## config.mk

```make
export PLATFORM = sky130hd
export DESIGN_NAME = fpu_issue_ctrl_flat
export DESIGN_NICKNAME = d
export VERILOG_FILES = /design/src/rtl/fpu_issue_ctrl_if.sv /design/src/rtl/fpu_issue_ctrl.sv /design/src/flat_wrapper.sv
export SDC_FILE = /design/constraint.sdc
export NUM_CORES = 1
export LEC_CHECK = 0
export CAP_MARGIN = 20
export CELL_PAD_IN_SITES_DETAIL_PLACEMENT = 0
export CELL_PAD_IN_SITES_GLOBAL_PLACEMENT = 1
export CORE_ASPECT_RATIO = 0.5
export CORE_MARGIN = 2
export CORE_UTILIZATION = 27
export CTS_CLUSTER_DIAMETER = 60
export CTS_CLUSTER_SIZE = 30
export DETAILED_ROUTE_END_ITERATION = 6
export GPL_TIMING_DRIVEN = 1
export PLACE_DENSITY = 0.9
export SLEW_MARGIN = 20
export SYNTH_ARGS = -nofsm -noshare
export SYNTH_HDL_FRONTEND = slang
export SYNTH_SLANG_ARGS = --single-unit
```

## constraint.sdc

```tcl
create_clock -name clk -period 1.9 [get_ports clk]
set_input_delay 0.285 -clock clk [delete_from_list [all_inputs] [get_ports clk]]
set_output_delay 0.285 -clock clk [all_outputs]
set_load 0.02 [all_outputs]
```

## src/rtl/fpu_issue_ctrl_if.sv

```systemverilog
// Request/response handshake bundle between front end and FPU issue controller.
// master: front end (drives requests, consumes responses); slave: controller.
interface fpu_issue_ctrl_if;
  logic        req_valid;
  logic        req_ready;
  logic [2:0]  req_op;
  logic [31:0] req_x;
  logic [31:0] req_y;
  logic        rsp_valid;
  logic        rsp_ready;
  logic [31:0] rsp_z;
  logic        rsp_err;

  modport master (
    output req_valid, req_op, req_x, req_y, rsp_ready,
    input  req_ready, rsp_valid, rsp_z, rsp_err
  );

  modport slave (
    input  req_valid, req_op, req_x, req_y, rsp_ready,
    output req_ready, rsp_valid, rsp_z, rsp_err
  );
endinterface

```

## src/rtl/fpu_issue_ctrl.sv

```systemverilog
// FPU issue controller: one request at a time, run/stall to add/mul/div units,
// registered response with watchdog abort. Ports: clk, rst_n, bus (slave side
// of fpu_issue_ctrl_if), shared operands unit_x/unit_y, add_op, per-unit
// run/stall/z. Optional FPU_ISSUE_PERF_EN adds perf_clr, perf_busy, perf_ops.
module fpu_issue_ctrl #(
  parameter int MAX_WAIT = 40,
  parameter int CNT_W    = 6
) (
  input  logic              clk,
  input  logic              rst_n,
  fpu_issue_ctrl_if.slave   bus,
  output logic [31:0]       unit_x,
  output logic [31:0]       unit_y,
  output logic [1:0]        add_op,
  output logic              add_run,
  output logic              mul_run,
  output logic              div_run,
  input  logic              add_stall,
  input  logic              mul_stall,
  input  logic              div_stall,
  input  logic [31:0]       add_z,
  input  logic [31:0]       mul_z,
  input  logic [31:0]       div_z
`ifdef FPU_ISSUE_PERF_EN
  ,
  input  logic              perf_clr,
  output logic [31:0]       perf_busy,
  output logic [15:0]       perf_ops
`endif
);

  typedef enum logic [1:0] {
    IDLE,
    RUN,
    HOLD
  } state_t;

  state_t             state_q;
  logic [2:0]         op_q;
  logic [31:0]        x_q, y_q;
  logic [1:0]         add_op_q;
  logic               add_run_q, mul_run_q, div_run_q;
  logic               req_ready_q;
  logic               rsp_valid_q;
  logic [31:0]        rsp_z_q;
  logic               rsp_err_q;
  logic [CNT_W-1:0]   cnt_q;

  logic               is_mul, is_div;
  logic               stall_sel;
  logic [31:0]        z_sel;

  assign is_mul = (op_q == 3'd4);
  assign is_div = (op_q == 3'd5);

  always_comb begin
    stall_sel = add_stall;
    z_sel     = add_z;
    unique case (1'b1)
      is_mul: begin
        stall_sel = mul_stall;
        z_sel     = mul_z;
      end
      is_div: begin
        stall_sel = div_stall;
        z_sel     = div_z;
      end
      default: ;
    endcase
  end

  always_ff @(posedge clk or negedge rst_n) begin
    if (!rst_n) begin
      state_q     <= IDLE;
      op_q        <= '0;
      x_q         <= '0;
      y_q         <= '0;
      add_op_q    <= '0;
      add_run_q   <= 1'b0;
      mul_run_q   <= 1'b0;
      div_run_q   <= 1'b0;
      req_ready_q <= 1'b1;
      rsp_valid_q <= 1'b0;
      rsp_z_q     <= '0;
      rsp_err_q   <= 1'b0;
      cnt_q       <= '0;
    end else begin
      unique case (state_q)
        IDLE: begin
          if (bus.req_valid) begin
            op_q        <= bus.req_op;
            x_q         <= bus.req_x;
            y_q         <= bus.req_y;
            add_op_q    <= bus.req_op[1:0];
            req_ready_q <= 1'b0;
            if (bus.req_op[2:1] == 2'b11) begin
              // Illegal op: answer at once, no unit touched.
              rsp_z_q     <= '0;
              rsp_err_q   <= 1'b1;
              rsp_valid_q <= 1'b1;
              state_q     <= HOLD;
            end else begin
              add_run_q <= ~bus.req_op[2];
              mul_run_q <= (bus.req_op == 3'd4);
              div_run_q <= (bus.req_op == 3'd5);
              state_q   <= RUN;
            end
          end
        end
        RUN: begin
          if (!stall_sel) begin
            rsp_z_q     <= z_sel;
            rsp_err_q   <= 1'b0;
            rsp_valid_q <= 1'b1;
            add_run_q   <= 1'b0;
            mul_run_q   <= 1'b0;
            div_run_q   <= 1'b0;
            state_q     <= HOLD;
          end else if (cnt_q == CNT_W'(MAX_WAIT - 1)) begin
            // This is the MAX_WAIT-th stalled run cycle: abort.
            rsp_z_q     <= '0;
            rsp_err_q   <= 1'b1;
            rsp_valid_q <= 1'b1;
            add_run_q   <= 1'b0;
            mul_run_q   <= 1'b0;
            div_run_q   <= 1'b0;
            state_q     <= HOLD;
          end else begin
            cnt_q <= cnt_q + 1'b1;
          end
        end
        HOLD: begin
          // Run is already low here, giving units a clear cycle.
          if (bus.rsp_ready) begin
            rsp_valid_q <= 1'b0;
            req_ready_q <= 1'b1;
            cnt_q       <= '0;
            state_q     <= IDLE;
          end
        end
        default: state_q <= IDLE;
      endcase
    end
  end

  assign bus.req_ready = req_ready_q;
  assign bus.rsp_valid = rsp_valid_q;
  assign bus.rsp_z     = rsp_z_q;
  assign bus.rsp_err   = rsp_err_q;
  assign unit_x        = x_q;
  assign unit_y        = y_q;
  assign add_op        = add_op_q;
  assign add_run       = add_run_q;
  assign mul_run       = mul_run_q;
  assign div_run       = div_run_q;

`ifdef FPU_ISSUE_PERF_EN
  logic [31:0] busy_q;
  logic [15:0] ops_q;

  always_ff @(posedge clk or negedge rst_n) begin
    if (!rst_n) begin
      busy_q <= '0;
      ops_q  <= '0;
    end else if (perf_clr) begin
      busy_q <= '0;
      ops_q  <= '0;
    end else begin
      if (state_q == RUN && busy_q != '1)
        busy_q <= busy_q + 1'b1;
      if (state_q == HOLD && bus.rsp_ready && !rsp_err_q && ops_q != '1)
        ops_q <= ops_q + 1'b1;
    end
  end

  assign perf_busy = busy_q;
  assign perf_ops  = ops_q;
`endif

endmodule

```

## src/flat_wrapper.sv

```systemverilog
// flat-port wrapper written by rule: the top's interface ports become plain ports
module fpu_issue_ctrl_flat 
#(
  parameter int MAX_WAIT = 40,
  parameter int CNT_W    = 6
)
  (clk, rst_n, unit_x, unit_y, add_op, add_run, mul_run, div_run, add_stall, mul_stall, div_stall, add_z, mul_z, div_z, bus_req_valid, bus_req_op, bus_req_x, bus_req_y, bus_rsp_ready, bus_req_ready, bus_rsp_valid, bus_rsp_z, bus_rsp_err);
  fpu_issue_ctrl_if bus_i ();
  input  logic clk;
  input  logic rst_n;
  output logic [31:0] unit_x;
  output logic [31:0] unit_y;
  output logic [1:0] add_op;
  output logic add_run;
  output logic mul_run;
  output logic div_run;
  input  logic add_stall;
  input  logic mul_stall;
  input  logic div_stall;
  input  logic [31:0] add_z;
  input  logic [31:0] mul_z;
  input  logic [31:0] div_z;
  input wire logic [$bits(bus_i.req_valid)-1:0] bus_req_valid;
  input wire logic [$bits(bus_i.req_op)-1:0] bus_req_op;
  input wire logic [$bits(bus_i.req_x)-1:0] bus_req_x;
  input wire logic [$bits(bus_i.req_y)-1:0] bus_req_y;
  input wire logic [$bits(bus_i.rsp_ready)-1:0] bus_rsp_ready;
  output wire logic [$bits(bus_i.req_ready)-1:0] bus_req_ready;
  output wire logic [$bits(bus_i.rsp_valid)-1:0] bus_rsp_valid;
  output wire logic [$bits(bus_i.rsp_z)-1:0] bus_rsp_z;
  output wire logic [$bits(bus_i.rsp_err)-1:0] bus_rsp_err;
  assign bus_i.req_valid = bus_req_valid;
  assign bus_i.req_op = bus_req_op;
  assign bus_i.req_x = bus_req_x;
  assign bus_i.req_y = bus_req_y;
  assign bus_i.rsp_ready = bus_rsp_ready;
  assign bus_req_ready = bus_i.req_ready;
  assign bus_rsp_valid = bus_i.rsp_valid;
  assign bus_rsp_z = bus_i.rsp_z;
  assign bus_rsp_err = bus_i.rsp_err;
  fpu_issue_ctrl #(.MAX_WAIT(MAX_WAIT), .CNT_W(CNT_W)) u_core (.clk(clk), .rst_n(rst_n), .bus(bus_i), .unit_x(unit_x), .unit_y(unit_y), .add_op(add_op), .add_run(add_run), .mul_run(mul_run), .div_run(div_run), .add_stall(add_stall), .mul_stall(mul_stall), .div_stall(div_stall), .add_z(add_z), .mul_z(mul_z), .div_z(div_z));
endmodule
```

==> flow_metrics.tcl <==
set metrics [dict create \
    status "complete, no violations" \
    rows 35 \
    synth-simple-area-share_pct 5.819 \
    synth_compound_area_share_pct 12.67 \
    cp_data_required_time_ns 2.22 \
    path_cells "nor4bb_4, nand3b_1, a311o_2, buf_12, a21boi_0" \
    clk_path_buf_depth 2 \
    fin_crit_ns 1.841 \
    max_stage_delay_ns 0.47 \
    start_util_pct 27.59 \
    worstSetupEndpoint "u_core.bus.rsp_err" \
    grt_overflow_total 0 \
    cts_tree "yes" \
    die-width_um 197.9 \
    htree_num_levels 4 \
    crit_start "u_core.cnt_q[3]" \
    wl_per_cell_um 15.58 \
    die_area_mm2 0.01998 \
    power.density_mw_per_mm2 1667 \
    cts-root-buf "clkbuf_16" \
    fillers 1670 \
    worstReg2RegEnd "u_core.bus.rsp_err" \
    synth_async_sr_flop_share_pct 100.0 \
    cts_buffers 17 \
    slew_viol_final 0 \
    vdd_drop_max_mv 0.7851 \
    worst_pin_slew_ns 0.4767 \
    numPortBuffers 273 \
    clock_latency_ns 0.41 \
    clock_skew_ns 0.01055 \
    syn-instance-count 399 \
    ys_types 35 \
    synth_top_area_share_pct 55.23 \
    crit_family "compound AO/OA/AOI/OAI gates" \
    place_ws_ns -0.3449 \
    setup_violations 0 \
    setup.worst_path.end_class "register" \
    hold_class "in -> async" \
    total_power_mw 14.87 \
    synth_top_family_by_area "multiplexers" \
    final.period_utilization_pct 96.89 \
    insertedDiodeCount 0 \
    maxCapViolations 0 \
    avgSynthCellArea_um2 12.72 \
    synth_flop_cell "dfrtp_1" \
    synth.ff_latch_count 113 \
    syn-num-nets 570 \
    grt_pass1_wl_um 23060 \
    grt_usage_pct 14.85 \
    gp_congestion 0.7612 \
    worstPathMaxFanout 27 \
    placed_cells 909 \
    stdcell_area_mm2 0.008917 \
    num_vias 4236 \
    drtAntennaViolNets 0 \
    placed_cell_area_mm2 0.008297 \
    clkTransAtPathRegs_ns 0.06 \
    hpwl_um 11100 \
    rsz0062_at_grt "true" \
    synth_edf_count 0 \
    coreArea_mm2 0.01839 \
    first_pass_iters 4 \
    relSlewSlack_pct 68.22 \
    multi_input_area_mm2 0.002173 \
    grt_pass1_vias 4489 \
    layout_common_cells "clkdlybuf4s50_1 (271), dfrtp_1 (111), mux2_2 (69)" \
    drc 0 \
    arrival_ns 2.16 \
    synth_top_cell_by_area "dfrtp_1" \
    syn_area_mm2 0.005075 \
    final_common_cell "clkdlybuf4s50_1" \
    cpMaxStageDelayCell "a311o_2" \
    grt_max_degree 53 \
    finalHoldWorstSlack_ns 0.2760 \
    final.setup.worst_slack_ns 0.05907 \
    ys_top_cells_by_area "dfrtp_1 (55%), mux2_2 (15%), mux2i_1 (6.5%)" \
    drive_above_1_share_pct 22.90 \
    drtIter0Drc 81 \
    syn2layout_area_growth_pct 75.71 \
    finalHoldViolations 0 \
    seqCellArea_mm2 0.002830 \
    die_y_um 100.9 \
    worst-setup-path-type "reg -> reg" \
    cp_num_buf_inv 1 \
    path_depth 5 \
    synth_xor_area_share_pct 0 \
    reg2reg_from "u_core.cnt_q[3]" \
    ys_seq_area_share_pct 55.74 \
    fin_cells 943 \
    p_leak_nw 3.645 \
    muxShareOfSynthArea_pct 21.82 \
    yosys_warnings 0 \
    cts.sinks 113 \
    synthAdderAreaFrac_pct 0.2465 \
    worst_setup_path_start_kind "register" \
    antenna_found_initial 0 \
    final_nets 861 \
    regToRegSetupSlack_ns 0.06 \
    max_freq_mhz 543.2 \
    via_per_inst 4.492 \
    io_pins 274 \
    postRouteWirelength_um 14690 \
    reg2regPathDepth 5 \
]
[where the power goes]
| group | total [mW] | internal (mW) | switching [mW] | leakage (nW) |
|---|---|---|---|---|
| clock | 3.01 | 1.81 | 1.21 | 0.259 |
| sequential | 4.20 | 3.55 | 0.646 | 1.38 |
| combinational | 7.66 | 4.01 | 3.64 | 2.01 |
| total | 14.9 | 9.37 | 5.50 | 3.65 |
[metrics by stage]
step	utilization, %	setup TNS [ns]
after floorplan	-	-0.5616
after global placement	45.11	-11.58
after detailed placement	45.11	-11.47
after CTS	48.29	0
after global routing	48.48	-0.5578
final	48.48	0
[repair_timing]
item / in CTS / in global routing
endpoints found under the setup margin: 34 / 34
endpoints found under the hold margin: 10 / 0
hold buffers: 1 / 0
setup buffers: 1 / 0
pin swaps: 1 / 0
resized for setup: 4 / 6
[layer usage]
| metal | share of wire [%] | GRT usage (%) | vias to the layer above |
|---|---|---|---|
| met3 | 5.3 | 4.717 | 16 |
| met1 | 40 | 17.09 | 2098 |
| met5 | 0 | 0 | - |
| met2 | 53 | 26.38 | 95 |
| li1 | - | - | 2027 |
| met4 | 1.6 | 5.032 | 0 |
[synth_stat cells, types with 2 or more instances]
master	number
mux2_2	69
a311o_1	2
mux2i_1	33
o21ai_0	6
o2bb2ai_1	22
nand3_1	2
nand2b_1	4
buf_6	6
a21oi_1	38
buf_4	2
nor2_1	37
or3_1	3
nand3b_1	2
a21o_1	3
dfrtp_1	112
buf_2	3
nor2b_1	2
o211ai_1	2
o2bb2ai_2	10
clkbuf_1	12
buf_1	7
inv_1	5
nand2_1	5
[worst register-to-register path: stages (launching register included)]
cell      delay (ns)
dfrtp_1         0.44
nor4bb_4        0.30
nand3b_1        0.18
a311o_2         0.47
buf_12          0.19
a21boi_0        0.19
[state kept, by name (all words and copies together), names as in the netlist]
name                  flops
u_core.add_run            1
u_core.bus.req_ready      1
u_core.bus.rsp_err        1
u_core.bus.rsp_valid      1
u_core.bus.rsp_z         32
u_core.cnt_q              6
u_core.div_run            1
u_core.mul_run            1
u_core.op_q               3
u_core.state_q            2
u_core.unit_x            32
u_core.unit_y            32
[worst min path at each step]
stage           from                end  slack (ns)  cells past startpoint
2_1_floorplan  rst_n     u_core.add_run       -0.01                      0
3_3_place_gp   rst_n     u_core.add_run        0.16                      1
3_5_place_dp   rst_n     u_core.add_run        0.16                      1
4_1_cts        rst_n  u_core.unit_y[25]        0.27                      2
5_1_grt        rst_n  u_core.unit_y[20]        0.29                      2
6_report       rst_n  u_core.unit_y[13]        0.28                      2
[logic make-up (layout without fill, tap and decap cells)]
kind of cell	Yosys count	after routing
flip-flops	113	113
multiplexers	102	102
AO/OA/AOI/OAI	86	86
AND/OR/NAND/NOR	62	62
adder cells (fa/ha/maj)	1	1
buffers and inverters	35	339
[area by class of cell]
| type | instances | share of cell area [%] |
|---|---|---|
| multi-input cells | 251 | 24.37 |
| well taps | 240 | 3.367 |
| clock inverters | 15 | 1.501 |
| repair buffers | 302 | 34.04 |
| clock buffers | 17 | 4.771 |
| inverters | 5 | 0.2105 |
| flip-flops and latches | 113 | 31.74 |
No activity file was read; power rests on OpenSTA's default activity.
